==> src/rtl/mpt_pkg.sv <==
// Shared types and entry bit positions for the memory-protection-table walker.
package mpt_pkg;

    typedef enum logic [1:0] {
        ACC_R    = 2'd0,
        ACC_W    = 2'd1,
        ACC_X    = 2'd2,
        ACC_RSVD = 2'd3
    } acc_e;

    typedef enum logic [2:0] {
        IDLE  = 3'd0,
        REQ   = 3'd1,
        WAIT  = 3'd2,
        DONE  = 3'd3,
        DRAIN = 3'd4
    } walk_state_e;

    localparam int PTE_V       = 0;
    localparam int PTE_L       = 1;
    localparam int PTE_R       = 2;
    localparam int PTE_W       = 3;
    localparam int PTE_X       = 4;
    localparam int PTE_PPN_LSB = 10;

    // Upper verdict fields; the physical address is appended below them.
    typedef struct packed {
        logic fault;
        logic allow;
        acc_e acc;
    } verdict_t;

endpackage

==> src/rtl/mpt_walker_if.sv <==
// Generic valid/ready channel used for every handshake port of the walker.
interface mpt_walker_if #(
    parameter int W = 32
);
    logic         valid;
    logic         ready;
    logic [W-1:0] data;

    modport master (output valid, output data, input ready);
    modport slave  (input valid, input data, output ready);
endinterface

==> src/rtl/mpt_pte_decode.sv <==
// Combinational decode of one table entry into descend/fault/allow and next-table PPN.
module mpt_pte_decode
    import mpt_pkg::*;
#(
    parameter int PPN_W = 18
) (
    input  logic [63:0]      pte,
    input  acc_e             acc,
    input  logic             last,
    output logic             descend,
    output logic             fault,
    output logic             allow,
    output logic [PPN_W-1:0] next_ppn
);
    logic perm;
    logic unused;

    // Only a handful of entry bits carry meaning; the rest are deliberately ignored.
    assign unused   = ^pte;
    assign next_ppn = pte[PTE_PPN_LSB +: PPN_W];

    always_comb begin
        case (acc)
            ACC_R:   perm = pte[PTE_R];
            ACC_W:   perm = pte[PTE_W];
            ACC_X:   perm = pte[PTE_X];
            default: perm = 1'b0;
        endcase
    end

    always_comb begin
        descend = 1'b0;
        fault   = 1'b1;
        allow   = 1'b0;
        if (pte[PTE_V]) begin
            if (pte[PTE_L]) begin
                fault = 1'b0;
                allow = perm;
            end else if (!last) begin
                descend = 1'b1;
                fault   = 1'b0;
            end
        end
    end
endmodule

==> src/rtl/mpt_walker.sv <==
// MPT walker: one entry read per level, then an allow/fault verdict downstream.
module mpt_walker
    import mpt_pkg::*;
#(
    parameter  int LEVELS = 2,
    parameter  int IDX_W  = 9,
    localparam int PA_W   = 12 + LEVELS * IDX_W,
    localparam int PPN_W  = PA_W - 12,
    localparam int RES_W  = PA_W + 4
) (
    input  logic             clk_i,
    input  logic             rst_i,
    input  logic [PPN_W-1:0] mptp_base_i,
    mpt_walker_if.slave      s_data,
    mpt_walker_if.master     m_data,
    mpt_walker_if.master     m_mem,
    mpt_walker_if.slave      s_rsp,
    input  logic             s_ctrl_flush,
    input  logic             s_ctrl_stall,
    output logic             s_status_busy
);
    localparam int               LVL_W    = (LEVELS > 1) ? $clog2(LEVELS) : 1;
    localparam logic [LVL_W-1:0] LAST_LVL = LVL_W'(LEVELS - 1);

    walk_state_e      state;
    logic [LVL_W-1:0] level;
    logic [PA_W-1:0]  pa;
    acc_e             acc;
    logic [PPN_W-1:0] table_ppn;
    logic             fault;
    logic             allow;

    logic [PA_W-1:0]  req_pa;
    acc_e             req_acc;
    logic [IDX_W-1:0] idx;
    logic             last_level;
    logic             pte_descend;
    logic             pte_fault;
    logic             pte_allow;
    logic [PPN_W-1:0] pte_ppn;
    verdict_t         verdict;
    logic             accept;
    logic             emit;
    logic             mem_fire;

    assign req_pa     = s_data.data[PA_W-1:0];
    assign req_acc    = acc_e'(s_data.data[PA_W +: 2]);
    assign idx        = pa[PA_W - 1 - int'(level) * IDX_W -: IDX_W];
    assign last_level = (level == LAST_LVL);

    mpt_pte_decode #(
        .PPN_W (PPN_W)
    ) u_decode (
        .pte      (s_rsp.data),
        .acc      (acc),
        .last     (last_level),
        .descend  (pte_descend),
        .fault    (pte_fault),
        .allow    (pte_allow),
        .next_ppn (pte_ppn)
    );

    // Handshake outputs come from registered state; only stall and reset gate them.
    assign s_data.ready  = (state == IDLE) && !s_ctrl_stall && !rst_i;
    assign m_data.valid  = (state == DONE) && !s_ctrl_stall && !rst_i;
    assign m_mem.valid   = (state == REQ) && !rst_i;
    assign m_mem.data    = {table_ppn, idx, 3'b000};
    assign s_rsp.ready   = 1'b1;
    assign verdict       = '{fault: fault, allow: allow, acc: acc};
    assign m_data.data   = {verdict, pa};
    assign s_status_busy = (state != IDLE);

    assign accept   = s_data.valid && s_data.ready;
    assign emit     = m_data.valid && m_data.ready;
    assign mem_fire = m_mem.valid && m_mem.ready;

    always_ff @(posedge clk_i) begin
        if (rst_i) begin
            state     <= IDLE;
            level     <= '0;
            pa        <= '0;
            acc       <= ACC_R;
            table_ppn <= '0;
            fault     <= 1'b0;
            allow     <= 1'b0;
        end else begin
            case (state)
                IDLE: begin
                    if (accept && !s_ctrl_flush) begin
                        pa        <= req_pa;
                        acc       <= req_acc;
                        table_ppn <= mptp_base_i;
                        level     <= '0;
                        if (req_acc == ACC_RSVD) begin
                            fault <= 1'b1;
                            allow <= 1'b0;
                            state <= DONE;
                        end else begin
                            state <= REQ;
                        end
                    end
                end
                REQ: begin
                    // A read already handed to memory must have its response drained.
                    if (s_ctrl_flush) begin
                        state <= mem_fire ? DRAIN : IDLE;
                    end else if (mem_fire) begin
                        state <= WAIT;
                    end
                end
                WAIT: begin
                    if (s_rsp.valid) begin
                        if (s_ctrl_flush) begin
                            state <= IDLE;
                        end else if (pte_descend) begin
                            table_ppn <= pte_ppn;
                            level     <= level + 1'b1;
                            state     <= REQ;
                        end else begin
                            fault <= pte_fault;
                            allow <= pte_allow;
                            state <= DONE;
                        end
                    end else if (s_ctrl_flush) begin
                        state <= DRAIN;
                    end
                end
                DONE: begin
                    if (s_ctrl_flush || emit) begin
                        state <= IDLE;
                    end
                end
                DRAIN: begin
                    if (s_rsp.valid) begin
                        state <= IDLE;
                    end
                end
                default: state <= IDLE;
            endcase
        end
    end
endmodule

==> src/flat_wrapper.sv <==
// flat-port wrapper written by rule: the top's interface ports become plain ports
module mpt_walker_flat import mpt_pkg::*;
#(
    parameter  int LEVELS = 2,
    parameter  int IDX_W  = 9,
    localparam int PA_W   = 12 + LEVELS * IDX_W,
    localparam int PPN_W  = PA_W - 12,
    localparam int RES_W  = PA_W + 4
)
  (clk_i, rst_i, mptp_base_i, s_ctrl_flush, s_ctrl_stall, s_status_busy, s_data_valid, s_data_data, s_data_ready, m_data_valid, m_data_data, m_data_ready, m_mem_valid, m_mem_data, m_mem_ready, s_rsp_valid, s_rsp_data, s_rsp_ready);
  mpt_walker_if #(.W((12 + LEVELS * IDX_W) + 2)) s_data_i ();
  mpt_walker_if #(.W(((12 + LEVELS * IDX_W) + 4))) m_data_i ();
  mpt_walker_if #(.W((12 + LEVELS * IDX_W))) m_mem_i ();
  mpt_walker_if #(.W(64)) s_rsp_i ();
  input  logic clk_i;
  input  logic rst_i;
  input  logic [PPN_W-1:0] mptp_base_i;
  input  logic s_ctrl_flush;
  input  logic s_ctrl_stall;
  output logic s_status_busy;
  input wire logic [$bits(s_data_i.valid)-1:0] s_data_valid;
  input wire logic [$bits(s_data_i.data)-1:0] s_data_data;
  output wire logic [$bits(s_data_i.ready)-1:0] s_data_ready;
  output wire logic [$bits(m_data_i.valid)-1:0] m_data_valid;
  output wire logic [$bits(m_data_i.data)-1:0] m_data_data;
  input wire logic [$bits(m_data_i.ready)-1:0] m_data_ready;
  output wire logic [$bits(m_mem_i.valid)-1:0] m_mem_valid;
  output wire logic [$bits(m_mem_i.data)-1:0] m_mem_data;
  input wire logic [$bits(m_mem_i.ready)-1:0] m_mem_ready;
  input wire logic [$bits(s_rsp_i.valid)-1:0] s_rsp_valid;
  input wire logic [$bits(s_rsp_i.data)-1:0] s_rsp_data;
  output wire logic [$bits(s_rsp_i.ready)-1:0] s_rsp_ready;
  assign s_data_i.valid = s_data_valid;
  assign s_data_i.data = s_data_data;
  assign s_data_ready = s_data_i.ready;
  assign m_data_valid = m_data_i.valid;
  assign m_data_data = m_data_i.data;
  assign m_data_i.ready = m_data_ready;
  assign m_mem_valid = m_mem_i.valid;
  assign m_mem_data = m_mem_i.data;
  assign m_mem_i.ready = m_mem_ready;
  assign s_rsp_i.valid = s_rsp_valid;
  assign s_rsp_i.data = s_rsp_data;
  assign s_rsp_ready = s_rsp_i.ready;
  mpt_walker #(.LEVELS(LEVELS), .IDX_W(IDX_W)) u_core (.clk_i(clk_i), .rst_i(rst_i), .mptp_base_i(mptp_base_i), .s_data(s_data_i), .m_data(m_data_i), .m_mem(m_mem_i), .s_rsp(s_rsp_i), .s_ctrl_flush(s_ctrl_flush), .s_ctrl_stall(s_ctrl_stall), .s_status_busy(s_status_busy));
endmodule
==> config.mk <==
export PLATFORM = sky130hd
export DESIGN_NAME = mpt_walker_flat
export DESIGN_NICKNAME = d
export VERILOG_FILES = /design/src/rtl/mpt_pkg.sv /design/src/rtl/mpt_walker_if.sv /design/src/rtl/mpt_pte_decode.sv /design/src/rtl/mpt_walker.sv /design/src/flat_wrapper.sv
export SDC_FILE = /design/constraint.sdc
export NUM_CORES = 1
export LEC_CHECK = 0
export CORE_MARGIN = 2
export CORE_UTILIZATION = 30
export DETAILED_ROUTE_END_ITERATION = 12
export PLACE_DENSITY = 0.72
export RECOVER_POWER = 100
export SLEW_MARGIN = 20
export SYNTH_ARGS = -nofsm -noshare
export SYNTH_HDL_FRONTEND = slang
export SYNTH_SLANG_ARGS = --single-unit
==> constraint.sdc <==
create_clock -name clk_i -period 2.2 [get_ports clk_i]
set_clock_uncertainty 0.05 [all_clocks]
set_input_delay 0.33 -clock clk_i [delete_from_list [all_inputs] [get_ports clk_i]]
set_output_delay 0.33 -clock clk_i [all_outputs]
set_load 0.005 [all_outputs]
==> results of run 1 <==
## state kept, by name, summed over array words and instances (netlist names)
name / cells
u_core.state: 3
u_core.allow: 1
u_core.fault: 1
u_core.table_ppn: 18
u_core.pa: 30
u_core.acc: 2
u_core.last_level: 1
## power by group through the flow
stage | clock network [mW] | logic (mW) | registers [mW]
after floorplan | 0 | 0.135 | 1.08
after global placement | 0 | 0.375 | 1.08
after detailed placement | 0 | 0.380 | 1.08
after CTS | 0.728 | 0.382 | 1.06
after global routing | 0.763 | 0.401 | 1.06
final | 0.697 | 0.371 | 1.06
## per-stage QoR
stage	setup TNS, ns	cell area [µm²]
floorplan	0	2620
global placement	-6.12	4220
detailed placement	-8.95	4220
CTS	0	4330
global route	-0.0279	4350
finish	0	4350
## layout by cell type (no fill, tap or decap), drive strengths merged, types with 3 or more instances in the layout
| cell | instances |
|---|---|
| a21oi | 35 |
| dfxtp | 56 |
| mux2 | 10 |
| nand3b | 3 |
| nor2b | 3 |
| inv | 3 |
| buf | 15 |
| clkdlybuf4s50 | 91 |
| nand2 | 100 |
| nor3b | 3 |
| nor3 | 4 |
| a311oi | 18 |
| clkbuf | 12 |
| conb | 4 |
| dlygate4sd3 | 53 |
| nor2 | 21 |
| nand2b | 4 |
| nor4b | 3 |
## metal layers
metal  track usage [%]  up-vias
met5                 0        -
met4              3.95        0
met3              4.82       10
met2              29.4       85
met1              19.2     1280
li1                  -     1359
## area by class of cell
type	instances	area (µm²)	share of cell area, %
Timing Repair Buffer	165	1650	37.9
Multi-Input combinational cell	230	1320	30.4
Sequential cell	56	1130	25.9
Tap cell	108	135	3.11
Clock buffer	6	72.6	1.67
Clock inverter	2	38.8	0.892
Inverter	2	7.51	0.173
## kinds of logic after synthesis
kind of cell,after synthesis
buffers and inverters,32
other,2
multiplexers,12
flip-flops,56
AO/OA/AOI/OAI,64
AND/OR/NAND/NOR,150
## final timing paths
kind,from,endpoint,depth (start not counted)
min,u_core.pa[0]$_SDFFE_PP0P_,u_core.pa[0]$_SDFFE_PP0P_,2
min reg2reg,u_core.pa[0]$_SDFFE_PP0P_,u_core.pa[0]$_SDFFE_PP0P_,2
max reg2reg,u_core.state[1]$_SDFFE_PP0P_,u_core.table_ppn[0]$_SDFFE_PP0P_,5
max,u_core.last_level$_SDFFE_PP0P_,m_mem_data[11],3
## worst min-delay path: cells and delay by family (launching register included)
family,cells,cell delay [ns]
AND/OR/NAND/NOR,1,0.05
AO/OA/AOI/OAI,1,0.05
flip-flops,1,0.32
## timing repair
item	4_1_cts	5_1_grt
endpoints found under the setup margin	2	5
buffers inserted	0	0
cloned	0	1
resized for setup	1	3
pin swaps	0	1
==> flow_summary.toml, run 1 <==
[outcome]
status = "completed"

[pwr]
sw_frac_of_total_pct = 23.8
power.density_cell_area_nw_per_um2 = 489
pwr-share-clk_pct = 32.8
worst_ir_drop_vdd_v = 0.000326
power.net_switching_mw = 0.506
power.total_mw = 2.13
seqPwrFrac_pct = 49.8
pleak_nw = 1.69
internal_power_mw = 1.62
p_comb_share_pct = 17.5

[synthesis]
synthSimpleGateAreaFrac_pct = 25.5
muxShareOfSynthArea_pct = 5.08
synth_cells = 316
sequential_cell_area_fraction_in_the_yosys_report_pct = 42.9
synth_compound_gate_area_share_pct = 19.5
synth_xor_area_share_pct = 0
number_of_register_bits_inferred_by_synthesis = 56
synth_area_leaders = "dfxtp_1 (43%), nand2_1 (14%), a21oi_1 (6.7%)"
post_synth_num_cell_types = 36
synthesis.area_per_instance_um2 = 8.27
synth_largest_area_cell = "dfxtp_1"
area_share_of_fa_ha_maj_cells_after_synthesis_pct = 0
synth.top_cells.by_count = "nand2_1 (100), dfxtp_1 (56), a21oi_1 (35), nor2_1 (21), clkbuf_1 (15)"
synth.cell_area_um2 = 2610
synthMostInstantiatedCell = "nand2_1"
number_of_synthesized_flops_with_an_enable_pin = 0
synthArstFlopShare_pct = 0
synth-warning-count = 0
yosys.area.top_type_share_pct = 42.9
largest_family_of_logic_cells_by_synthesized_area = "simple AND/OR/NAND/NOR gates"
synthFlopType = "dfxtp_1"

[flow_run]
max_cap_violations = 0

[worst_setup_path]
worstPathCellList = "clkbuf_4 -> mux2_2 -> clkdlybuf4s50_1"
start_kind = "register"
critical_path_buf_inv_count = 2
ff2ff_setup_slack_ns = 0.21
end_kind = "output port"
critical_path.top_delay_family = "buffers and inverters"
worst-setup-path-type = "register to output port"
timing.critical_path.fanout_max = 10
critical_path_required_ns = 1.82
critPathMaxStageDelay_ns = 0.46
worst_path_max_delay_cell = "clkdlybuf4s50_1"
worst_ep_arrival_time_ns = 1.77

[sta]
timing.final.hold_violations = 0
finalCriticalPeriod_ns = 2.15
maxClockFrequency_mhz = 464
final_max_slew_violation_count = 0
timing.final.crit_share_pct = 97.9
setup_viol = 0
final_worst_setup_slack_ns = 0.0467
rsz0062_at_grt = "true"
worst_hold_slack_ns = 0.408

[finish]
num-fill-cells = 831
num-nets-final = 582
antenna_cells_inserted = 0
layout_cells_sized_above_1_pct = 12.8
area_growth_pct = 66.5
post_layout_nonfiller_instances = 569
finish.utilization_pct = 50.6

[floorplan]
core_um2 = 8590
die_w_um = 97.3
die_area_um2 = 9470
initial_utilization_pct = 30.4
rows = 34
fp.dieH_um = 97.3
ios = 191

[global_route]
grt_first_pass_wirelength_um = 13000
groute.usage.overall_pct = 16.4
grt_overflow = 0
antenna_found_initial = 0
first_global_vias = 2760
grt_start_max_net_pins = 40

[place]
global_placer_s_final_weighted_congestion = 0.847
place.detailed.hpwl_um = 5700
io_buffers = 145
dpl.cell_count = 560
post-place-ws_ns = -0.262

[detailed_routing]
detail-route-antenna-nets = 0
vias_per_cell = 4.80
drt-total-wl_um = 8050
detail_route.drc_violations = 0
dr_total_vias = 2734
route.detailed.wl_per_inst_um = 14.1
met3WireLength_um = 454
met1Wirelength_um = 3470
total_met2_wirelength_after_detailed_routing_um = 4000
detailed_routing_iterations_pass_1 = 4
route.top_layer_used = "met4"
first_iter_violations = 70

[cts]
path_clk_slew_ns = 0.11
cts_tree = "done"
ctsHoldBuffers = 0
tritoncts.num_buffers = 5
clock_path_buffers = 2
cts_root_buffer = "clkbuf_8"
clock_sink_count = 56
worst_skew_pair.late_latency_ns = 0.31
cts_htree_levels = 2

[min_path]
hold_path.class = "register to register"
(Power assumes the default switching activity.)
==> run 2: changes to the inputs <==
--- a/config.mk
+++ b/config.mk
@@ -7,8 +7,9 @@
 export LEC_CHECK = 0
 export CORE_MARGIN = 2
 export CORE_UTILIZATION = 30
+export CTS_CLUSTER_DIAMETER = 80
 export DETAILED_ROUTE_END_ITERATION = 12
-export PLACE_DENSITY = 0.72
+export PLACE_DENSITY = 0.71
 export RECOVER_POWER = 100
 export SLEW_MARGIN = 20
 export SYNTH_ARGS = -nofsm -noshare
==> run 2 against run 1 <==
Net effect: sequential share of layout area hardly changed; largest cell class unchanged; highest routed layer unchanged; flip-flop and latch count stayed put; die area stayed put; power is 5.5% lower; register-to-register slack worse by 0.04 ns; worst setup slack better by 0.038 ns; non-clock buffer count is 1 higher; cell area is 0.29% lower; combinational power hardly changed; core utilization is 0.15 points lower; via count hardly changed.
==> flow_summary.toml, run 2 (synthesis results as in run 1) <==
[detailed_routing]
detail-route-antenna-nets = 0
dr_total_vias = 2733
first_iter_violations = 107
met1Wirelength_um = 3450
route.top_layer_used = "met4"
drt-total-wl_um = 8000
met3WireLength_um = 454
vias_per_cell = 4.79
total_met2_wirelength_after_detailed_routing_um = 3930
detail_route.drc_violations = 0
route.detailed.wl_per_inst_um = 14.0
detailed_routing_iterations_pass_1 = 4

[flow_run]
max_cap_violations = 0

[finish]
layout_cells_sized_above_1_pct = 13.2
layout_top_registers = "u_core.pa x30, u_core.table_ppn x18, u_core.state x3"
area_growth_pct = 66.0
antenna_cells_inserted = 0
largest_register_ff_count = 30
fin_area_um2 = 4340
post_layout_nonfiller_instances = 570
most_common_cell_after_layout_fill_and_taps_aside = "nand2_1"
register_name_with_the_most_flops = "u_core.pa"
num-nets-final = 583
most-common-layout-cells = "nand2_1 (100), clkdlybuf4s50_1 (89), dlygate4sd3_1 (54), dfxtp_1 (54), a21oi_1 (35)"
num-fill-cells = 827

[pwr]
worst_ir_drop_vdd_v = 0.000246
power.density_cell_area_nw_per_um2 = 463
pleak_nw = 1.68

[global_route]
grt_start_max_net_pins = 48
grt_first_pass_wirelength_um = 13200
grt_overflow = 0
groute.usage.overall_pct = 16.7
first_global_vias = 2743
antenna_found_initial = 0

[floorplan]
die_area_um2 = 9470
die_w_um = 97.3
fp.dieH_um = 97.3
core_um2 = 8590
ios = 191
rows = 34
initial_utilization_pct = 30.4

[worst_setup_path]
worst_ep_arrival_time_ns = 1.74
critical_path_required_ns = 1.82
start_kind = "register"
end_kind = "output port"
timing.critical_path.fanout_max = 9
worst-setup-path-type = "register to output port"
ff2ff_setup_slack_ns = 0.17

[place]
postPlaceCellArea_um2 = 4250
global_placer_s_final_weighted_congestion = 0.789
io_buffers = 145
dpl.cell_count = 562
post-place-ws_ns = -0.205
place.detailed.hpwl_um = 5850

[sta]
timing.final.crit_share_pct = 96.1
rsz0062_at_grt = "false"
slew_headroom_pct = 61.0
max_slew.worst_pin.slew_ns = 0.585
final_max_slew_violation_count = 0
setup_viol = 0
final_worst_setup_slack_ns = 0.0849
timing.final.hold_violations = 0
maxClockFrequency_mhz = 473
finalCriticalPeriod_ns = 2.12

[cts]
tritoncts.num_buffers = 5
cts_htree_levels = 2
cts_tree = "done"
cts_root_buffer = "clkbuf_8"
clock_sink_count = 56
clock_path_buffers = 2
path_clk_slew_ns = 0.10
ctsHoldBuffers = 0
post-cts-setup-buffers = 0
worst_skew_pair.late_latency_ns = 0.30

[outcome]
status = "completed"

[min_path]
hold_path.class = "register to register"
-- run 2: cell count changes in the layout (fill, tap and decap cells not counted), moves of 2 or more --
cell	before	now
clkbuf_4	4	1
clkdlybuf4s50_1	91	89
a311oi_2	9	11
a311oi_1	9	7
-- run 2: final cells by class --
cell class                 instances  area (µm²)  share of cell area [%]
clock inverter                     3        21.3                   0.490
inverter                           2        7.51                   0.173
clock buffer                       5        68.8                    1.59
tap                              108         135                    3.12
sequential                        56        1120                    25.9
multi-input combinational        230        1330                    30.7
timing repair buffer             166        1650                    38.0
-- run 2: worst paths after layout --
kind                           startpoint                                to  cells after the start
max reg2reg  u_core.state[1]$_SDFFE_PP0P_  u_core.table_ppn[0]$_SDFFE_PP0P_                      5
min             u_core.pa[2]$_SDFFE_PP0P_         u_core.pa[2]$_SDFFE_PP0P_                      2
max          u_core.state[2]$_SDFFE_PP0P_                     s_status_busy                      3
min reg2reg     u_core.pa[2]$_SDFFE_PP0P_         u_core.pa[2]$_SDFFE_PP0P_                      2
-- run 2: critical path, stage by stage (launching register included) --
cell	delay (ns)
dfxtp_2	0.37
or3_1	0.41
buf_4	0.18
clkdlybuf4s50_1	0.47
-- run 2: timing repair --
action / 4_1_cts / 5_1_grt
gates resized for setup: 2 / 3
pin swaps: 0 / 0
endpoints found under the setup margin: 2 / 4
-- run 2: metal layers --
layer	global-route usage (%)	up-vias
met3	3.67	12
met1	19.9	1281
met2	29.6	78
met5	0	-
met4	5.66	0
li1	-	1362
-- run 2: per-stage QoR --
| step | hold WS [ns] | util [%] | TNS (ns) | power [mW] |
|---|---|---|---|---|
| 2_1_floorplan | 0.403 | - | 0 | 1.22 |
| 5_1_grt | 0.430 | 50.5 | 0 | 2.11 |
| 3_3_place_gp | 0.391 | 49.4 | -8.84 | 1.46 |
| 4_1_cts | 0.409 | 50.5 | 0 | 2.06 |
| 3_5_place_dp | 0.399 | 49.4 | -8.62 | 1.47 |
| 6_report | 0.406 | 50.5 | 0 | 2.01 |
-- run 2: report_power, final --
part           internal (mW)  switching (mW)
Combinational          0.235           0.137
Clock                  0.227           0.351
Sequential              1.04          0.0186
Total                   1.50           0.506
